File: src/rtl/product_sequencer.sv
// ---------------------------------------------------------------------------
// product_sequencer
//
// Front-end sequencer for the nibble-fed product datapath. Two WIDTH-bit
// operands arrive most-significant nibble first over a valid/ready nibble
// bus. A bit-serial shift-add multiply then runs for WIDTH cycles. The
// 2*WIDTH-bit product is presented one byte at a time, most-significant
// byte first. Each rising edge of `read` steps to the next byte.
//
// Configuration macro: PRODUCT_SIGNED_EN
//   defined   -> operands and product are two's complement
//   undefined -> unsigned operands and product
//
// Ports:
//   clk        system clock
//   reset      asynchronous, active-low reset
//   nib_valid  host presents an operand nibble
//   nibble     operand nibble, most-significant nibble first
//   nib_ready  nibble accepted on this cycle's edge when nib_valid is high
//   read       rising edge advances the output byte while done is high
//   abort      synchronous soft clear, active-high
//   result     current product byte, 0x00 outside the output phase
//   busy       multiply in progress
//   done       product available on result
// ---------------------------------------------------------------------------
module product_sequencer #(
    parameter int WIDTH = 8
) (
    input  logic       clk,
    input  logic       reset,
    input  logic       nib_valid,
    input  logic [3:0] nibble,
    output logic       nib_ready,
    input  logic       read,
    input  logic       abort,
    output logic [7:0] result,
    output logic       busy,
    output logic       done
);

    localparam int NPO = WIDTH / 4;       // nibbles per operand
    localparam int NPB = WIDTH / 4;       // product bytes
    localparam int PW  = 2 * WIDTH;       // product width
    localparam int CW  = $clog2(WIDTH);   // nibble / multiplier-bit counter
    localparam int KW  = 2;               // byte index, NPB <= 4

    typedef enum logic [1:0] {
        LOAD_A,
        LOAD_B,
        MUL,
        OUT
    } state_t;

    state_t            state_reg;
    logic [WIDTH-1:0]  a_reg;
    logic [WIDTH-1:0]  b_reg;       // loads operand B, then shifts right as the multiplier
    logic [PW-1:0]     mcand_reg;   // multiplicand, shifted left once per multiply cycle
    logic [PW-1:0]     acc_reg;
    logic [PW-1:0]     prod_reg;    // current output byte always sits in the top 8 bits
    logic [CW-1:0]     cnt_reg;
    logic [KW-1:0]     k_reg;
    logic              read_q;
    logic              nib_ready_reg;
    logic              busy_reg;
    logic              done_reg;
    logic [7:0]        result_reg;
`ifdef PRODUCT_SIGNED_EN
    logic              sign_reg;
`endif

    logic [WIDTH-1:0]  a_next;
    logic [WIDTH-1:0]  b_next;
    logic [PW-1:0]     acc_next;
    logic [PW-1:0]     prod_final;
    logic [PW-1:0]     prod_shift;
    logic              accept;
    logic              read_rise;

`ifdef PRODUCT_SIGNED_EN
    // Magnitude of a two's complement value; the most-negative value maps to
    // 2^(WIDTH-1), which still fits as an unsigned WIDTH-bit number.
    function automatic logic [WIDTH-1:0] mag(input logic [WIDTH-1:0] x);
        return x[WIDTH-1] ? (~x + WIDTH'(1)) : x;
    endfunction
`endif

    always_comb begin
        a_next     = (a_reg << 4) | WIDTH'(nibble);
        b_next     = (b_reg << 4) | WIDTH'(nibble);
        acc_next   = acc_reg + (b_reg[0] ? mcand_reg : '0);
`ifdef PRODUCT_SIGNED_EN
        prod_final = sign_reg ? (~acc_next + PW'(1)) : acc_next;
`else
        prod_final = acc_next;
`endif
        prod_shift = prod_reg << 8;
        accept     = nib_valid & nib_ready_reg;
        read_rise  = read & ~read_q;
    end

    always_ff @(posedge clk or negedge reset) begin
        if (!reset) begin
            state_reg     <= LOAD_A;
            a_reg         <= '0;
            b_reg         <= '0;
            mcand_reg     <= '0;
            acc_reg       <= '0;
            prod_reg      <= '0;
            cnt_reg       <= '0;
            k_reg         <= '0;
            read_q        <= 1'b0;
            nib_ready_reg <= 1'b1;
            busy_reg      <= 1'b0;
            done_reg      <= 1'b0;
            result_reg    <= 8'h00;
`ifdef PRODUCT_SIGNED_EN
            sign_reg      <= 1'b0;
`endif
        end else begin
            // The edge detector keeps tracking read in every state, abort included.
            read_q <= read;
            if (abort) begin
                state_reg     <= LOAD_A;
                a_reg         <= '0;
                b_reg         <= '0;
                mcand_reg     <= '0;
                acc_reg       <= '0;
                prod_reg      <= '0;
                cnt_reg       <= '0;
                k_reg         <= '0;
                nib_ready_reg <= 1'b1;
                busy_reg      <= 1'b0;
                done_reg      <= 1'b0;
                result_reg    <= 8'h00;
`ifdef PRODUCT_SIGNED_EN
                sign_reg      <= 1'b0;
`endif
            end else begin
                case (state_reg)
                    LOAD_A: begin
                        if (accept) begin
                            a_reg <= a_next;
                            if (cnt_reg == CW'(NPO - 1)) begin
                                cnt_reg   <= '0;
                                state_reg <= LOAD_B;
                            end else begin
                                cnt_reg <= cnt_reg + CW'(1);
                            end
                        end
                    end
                    LOAD_B: begin
                        if (accept) begin
                            if (cnt_reg == CW'(NPO - 1)) begin
                                // Last nibble: operand B is complete this edge,
                                // so the multiplier is seeded from b_next.
                                cnt_reg       <= '0;
                                state_reg     <= MUL;
                                nib_ready_reg <= 1'b0;
                                busy_reg      <= 1'b1;
                                acc_reg       <= '0;
`ifdef PRODUCT_SIGNED_EN
                                mcand_reg     <= PW'(mag(a_reg));
                                b_reg         <= mag(b_next);
                                sign_reg      <= a_reg[WIDTH-1] ^ b_next[WIDTH-1];
`else
                                mcand_reg     <= PW'(a_reg);
                                b_reg         <= b_next;
`endif
                            end else begin
                                b_reg   <= b_next;
                                cnt_reg <= cnt_reg + CW'(1);
                            end
                        end
                    end
                    MUL: begin
                        acc_reg   <= acc_next;
                        mcand_reg <= mcand_reg << 1;
                        b_reg     <= b_reg >> 1;
                        if (cnt_reg == CW'(WIDTH - 1)) begin
                            cnt_reg    <= '0;
                            k_reg      <= '0;
                            state_reg  <= OUT;
                            busy_reg   <= 1'b0;
                            done_reg   <= 1'b1;
                            prod_reg   <= prod_final;
                            result_reg <= prod_final[PW-1 -: 8];
                        end else begin
                            cnt_reg <= cnt_reg + CW'(1);
                        end
                    end
                    OUT: begin
                        if (read_rise) begin
                            if (k_reg == KW'(NPB - 1)) begin
                                k_reg         <= '0;
                                state_reg     <= LOAD_A;
                                done_reg      <= 1'b0;
                                nib_ready_reg <= 1'b1;
                                result_reg    <= 8'h00;
                            end else begin
                                k_reg      <= k_reg + KW'(1);
                                prod_reg   <= prod_shift;
                                result_reg <= prod_shift[PW-1 -: 8];
                            end
                        end
                    end
                    default: state_reg <= LOAD_A;
                endcase
            end
        end
    end

    assign nib_ready = nib_ready_reg;
    assign busy      = busy_reg;
    assign done      = done_reg;
    assign result    = result_reg;

endmodule

File: config.mk
export PLATFORM = sky130hd
export DESIGN_NAME = product_sequencer
export DESIGN_NICKNAME = d
export VERILOG_FILES = /design/src/rtl/product_sequencer.sv
export SDC_FILE = /design/constraint.sdc
export NUM_CORES = 1
export LEC_CHECK = 0
export CORE_ASPECT_RATIO = 1.25
export CORE_MARGIN = 2
export CORE_UTILIZATION = 50
export CTS_CLUSTER_SIZE = 25
export DETAILED_ROUTE_END_ITERATION = 10
export GPL_ROUTABILITY_DRIVEN = 0
export PLACE_DENSITY = 0.68
export SLEW_MARGIN = 10
export SYNTH_ARGS = -nofsm -noshare
export SYNTH_HDL_FRONTEND = slang
export SYNTH_SLANG_ARGS = --single-unit
File: constraint.sdc
create_clock -name clk -period 3.43 [get_ports clk]
set_input_delay 0.5145 -clock clk [delete_from_list [all_inputs] [get_ports clk]]
set_output_delay 0.5145 -clock clk [all_outputs]
set_load 0.03 [all_outputs]
---- Word level (Yosys, flattened, before mapping) ----
Index checks and enable logic that the tools add are counted.
storage, ports and cells
  input bits .............................. 9
  register bits ........................... 75
  output and inout bits ................... 11
  word-level logic and storage cells ...... 114
cells by class
  mux-type cells .......................... 60
  add/subtract/negate cells ............... 3
  reduce and logical (&&, ||, !) cells .... 18
  bitwise logic cells ..................... 5
  equal/unequal tests ..................... 15
operators by type and width
  operator             number
  $mux 16              7
  $mux 8               13
  $pmux 16 s2          2
  $pmux 8 s2           3
  $mux 2               12
  $ne 3x3->1 const B   8
  $add 16x16->16       1
  $or 8x4->8           2
  $mux 1               13
  $mux 3               4
  $reduce_and 4->1     3
  $reduce_bool 3->1    4
  $pmux 2 s4           1
  $reduce_and 7->1     1
  $pmux 1 s2           3
  $pmux 3 s2           1
  $reduce_and 2->1     3
  $reduce_and 3->1     2
  $reduce_and 5->1     1
  $eq 2x1->1 const B   2
  $eq 2x2->1 const B   2
  $pmux 2 s2           1
  $reduce_bool 2->1    2
  $add 3x1->3 const B  1
  8 further kinds      9

---- Logic depth before layout (Yosys ltp) ----
  depth in word-level cells ............... 5
  depth in mapped cells ................... 10
  gate-level depth less buffers ........... 10

---- Least setup slack after synthesis ----
OpenSTA, ideal clock, no wires.
  kind .................................... flip-flop to flip-flop
  from .................................... register b_reg[0]
  to ...................................... register result_reg[4] (netlist: result[4])
  stages on the path, launching flop included .. 10
  setup time .............................. 0.140 ns
  path buffers ............................ 1
  data arrival time ....................... 2.330 ns
  clock period less this slack ............ 2.470 ns
  data required time ...................... 3.290 ns
  slack ................................... 0.960 ns
  cell sequence ........................... dfrtp_1 -> clkbuf_1 -> nand2_1 -> fa_1 -> nor2b_1 -> o21bai_1 -> a311oi_2 -> a41oi_1 -> xor2_1 -> o221ai_1
on the way
  cells in the longest elaborated chain, start to end .. 5
RTL lines
  what                      line  RTL
  start: declaration        56    logic [WIDTH-1:0] b_reg;
  start signal: assignment  167   b_reg <= b_next;
  start signal: assignment  170   b_reg <= b_next;
  start signal: assignment  178   b_reg <= b_reg >> 1;
  $mux 16                   90    acc_next = acc_reg + (b_reg[0] ? mcand_reg : '0);
  $add 16x16->16            90
  $mux 8                    179   if (cnt_reg == CW'(WIDTH - 1)) begin
  $pmux 8 s2                139   case (state_reg)
  $mux 8                    122   if (abort) begin
  end signal: assignment    186   result_reg <= prod_final[PW-1 -: 8];
  end signal: assignment    202   result_reg <= prod_shift[PW-1 -: 8];
  end: declaration          66    logic [7:0] result_reg;
No other way between the ends. The select of a mux whose other input is x is not followed.
A chain may end at the register's enable or synchronous reset.

---- Final worst setup path ----
Same ends and word-level chain as after synthesis.

==> flow_metrics.env <==
export IMPL_ys_seq_area_share_pct=44.0
export IMPL_crit_family="compound AO/OA/AOI/OAI gates"
export IMPL_crit_arrival_ns=3.08
export IMPL_cts_buffer_depth=2
export IMPL_wire_per_inst_um=17.0
export IMPL_final_common_cell="dfrtp_1"
export IMPL_dieArea_sq_um=9290
export IMPL_antenna_cells=0
export IMPL_postSynthCellCount=433
export IMPL_cts_hold_buf=0
export IMPL_synth_top_area_cell="dfrtp_1"
export IMPL_cp_slowest_cell="dfrtp_1"
export IMPL_coreArea_sq_um=8240
export IMPL_end_kind="register"
export IMPL_rsz0062_at_grt="no"
export IMPL_r2r_end="result[4]"
export IMPL_fmax_mhz=347
export IMPL_slowest_delay_ns=0.58
export IMPL_hold_class="in2async"
export IMPL_min_period_over_period_pct=84.0
export IMPL_drc=0
export IMPL_drive_gt1_share_pct=8.44
export IMPL_fin_crit_ns=2.88
export IMPL_totalWireLength_um=9300
export IMPL_p_int_mw=1.45
export IMPL_path_clk_slew_ns=0.08
export IMPL_synth_adder_area_share_pct=6.92
export IMPL_pwr_share_clk_pct=27.7
export IMPL_cp_num_buf_inv=1
export IMPL_p_sw_share_pct=33.9
export IMPL_yosys_area_top_type_share_pct=43.4
export IMPL_r2r_cells=10
export IMPL_hold_viol_final=0
export IMPL_cp_required_ns=3.63
export IMPL_cts_htree_levels=3
export IMPL_layout_common_cells="74 x dfrtp_1, 50 x nand2_1, 37 x nor2_1"
export IMPL_grt_max_degree=76
export IMPL_cts_tree="built"
export IMPL_syn_nets=465
export IMPL_grt_util_all_layers_pct=22.0
export IMPL_leakage_nw=2.18
export IMPL_grt_pass1_wl_um=15800
export IMPL_synth_cell_types=56
export IMPL_skew_ns=0.0114
export IMPL_initial_core_util_pct=51.8
export IMPL_p_per_area_nw_per_um2=468
export IMPL_cp_depth=10
export IMPL_ant_nets=0
export IMPL_vias_per_cell=5.96
export IMPL_synth_mux_area_fraction_pct=5.22
export IMPL_tightest_slew_ns=0.937
export IMPL_setup_viol_count_final=0
export IMPL_synth_xor_area_share_pct=3.08
export IMPL_p_sw_uw=744
export IMPL_synth_compound_area_share_pct=22.5
export IMPL_fill_cells=742
export IMPL_cts_setup_buffers=0
export IMPL_yosys_area_share_simple_pct=14.3
export IMPL_path_class="reg2reg"
export IMPL_vdd_ir_drop_worst_uv=453
export IMPL_start_kind="register"
export IMPL_crit_start="b_reg[0]"
export IMPL_maxCapViolCount=0
export IMPL_drtIter0Drc=285
export IMPL_cts_buffers=9
export IMPL_r2r_start="b_reg[0]"
export IMPL_synth_edf_count=0
export IMPL_dr_pass1_iters=4
export IMPL_grt_pass1_vias=3161
export IMPL_synth_warnings=0
export IMPL_port_buffer_count=19
export IMPL_ys_top_cells_by_area="dfrtp_1 43%, ha_1 6.5%, a22o_1 5.5%"
export IMPL_cp_max_fo=18
export IMPL_drv_slew=0
export IMPL_cts_resized=0
export IMPL_crit_chain="and2_1, ha_1, inv_1, fa_1, nor2b_1, o21bai_1, a311oi_2, a41oi_1, xor2_1, o221ai_1"
export IMPL_io_pins=20
export IMPL_relSlewSlack_pct=37.5
export IMPL_die_y_um=107
export IMPL_crit_end="result[4]"
export IMPL_die_x_um=86.6
export IMPL_ys_ff_latch=75
export IMPL_synth_top_family_by_area="compound AO/OA/AOI/OAI gates"
export IMPL_cts_root_buffer="clkbuf_8"
export IMPL_gr_total_overflow=0
export IMPL_syn_area_per_cell_sq_um=9.85
export IMPL_place_hpwl_um=6580
export IMPL_final_setup_tns_ns=0
export IMPL_cts_sinks=75
export IMPL_ys_async_sr_fraction_pct=100
export IMPL_syn2layout_area_growth_pct=10.1
export IMPL_antenna_found_initial=0
export IMPL_ys_flop_type="dfrtp_1"
export IMPL_netlist_area_sq_um=4270
export IMPL_num_nets_final=477
export IMPL_seq_power_share_pct=48.4
export IMPL_pwr_share_comb_pct=23.9
export IMPL_rows=37
export IMPL_r2r_slack_ns=0.55
export IMPL_holdWs_ns=0.286
export IMPL_status="completed"
export IMPL_insertion_delay_ns=0.36
export IMPL_vias=3261
how the worst min path moves through the flow:
stage / startpoint / endpoint / depth (start not counted)
floorplan: reset / a_reg[0] / 0
global placement: b_reg[6] / b_reg[6] / 2
detailed placement: b_reg[7] / b_reg[7] / 2
CTS: reset / result[5] / 1
global route: reset / acc_reg[13] / 1
finish: reset / result[3] / 1
kinds of logic after synthesis:
family                   count (synthesis)
AND/OR/NAND/NOR                        133
adder cells (fa/ha/maj)                 23
buffers and inverters                   41
AO/OA/AOI/OAI                          124
flip-flops                              75
XOR/XNOR                                15
multiplexers                            22
Yosys cell counts (all sizes together), types with 5 or more instances:
| cell | instances |
|---|---|
| a21o | 5 |
| a21oi | 30 |
| a221o | 9 |
| a22o | 27 |
| a31oi | 5 |
| and2 | 15 |
| buf | 12 |
| clkbuf | 14 |
| dfrtp | 74 |
| ha | 22 |
| inv | 15 |
| mux2i | 20 |
| nand2 | 50 |
| nand3 | 11 |
| nor2 | 37 |
| nor3 | 5 |
| o21ai | 13 |
| o31ai | 10 |
| o41ai | 5 |
| xnor2 | 7 |
| xor2 | 8 |
per-layer routing:
layer	vias up	GRT usage [%]	part of all wire, %
met5	-	0	0
met4	0	9.82	2.7
met3	19	3.99	3.5
met2	49	35.5	48
met1	1590	28.8	45
li1	1603	-	-
power by group through the flow:
stage          clock [mW]  sequential [mW]  combinational, mW
2_1_floorplan           0             1.07              0.386
3_3_place_gp            0             1.08              0.520
3_5_place_dp            0             1.08              0.529
4_1_cts             0.617             1.06              0.530
5_1_grt             0.654             1.08              0.593
6_report            0.609             1.06              0.526
through the flow:
step | area [sq um] | total power [mW] | cells | utilization, % | worst slack, ns
3_3_place_gp | 4530 | 1.60 | 531 | 54.9 | 0.623
3_5_place_dp | 4530 | 1.61 | 531 | 54.9 | 0.543
5_1_grt | 4700 | 2.33 | 547 | 57.0 | 0.302
6_report | 4700 | 2.20 | 547 | 57.0 | 0.548
2_1_floorplan | 4270 | 1.46 | 433 | - | 0.960
4_1_cts | 4700 | 2.21 | 547 | 57.0 | 0.521
worst register-to-register path, stage by stage (launching register included):
cell and delay, ns:
dfrtp_1 0.58, and2_1 0.19, ha_1 0.15, inv_1 0.05
fa_1 0.40, nor2b_1 0.17, o21bai_1 0.12, a311oi_2 0.45
a41oi_1 0.20, xor2_1 0.25, o221ai_1 0.16
area by class of cell:
| cell class | count | area (sq um) | area share (%) |
|---|---|---|---|
| clock buffer | 12 | 145 | 3.09 |
| timing repair buffer | 27 | 248 | 5.27 |
| multi-input combinational | 317 | 2220 | 47.3 |
| clock inverter | 4 | 26.3 | 0.559 |
| inverter | 15 | 56.3 | 1.20 |
| sequential | 75 | 1880 | 40.0 |
| tap | 97 | 121 | 2.58 |
No activity file was read; power rests on OpenSTA's default activity.
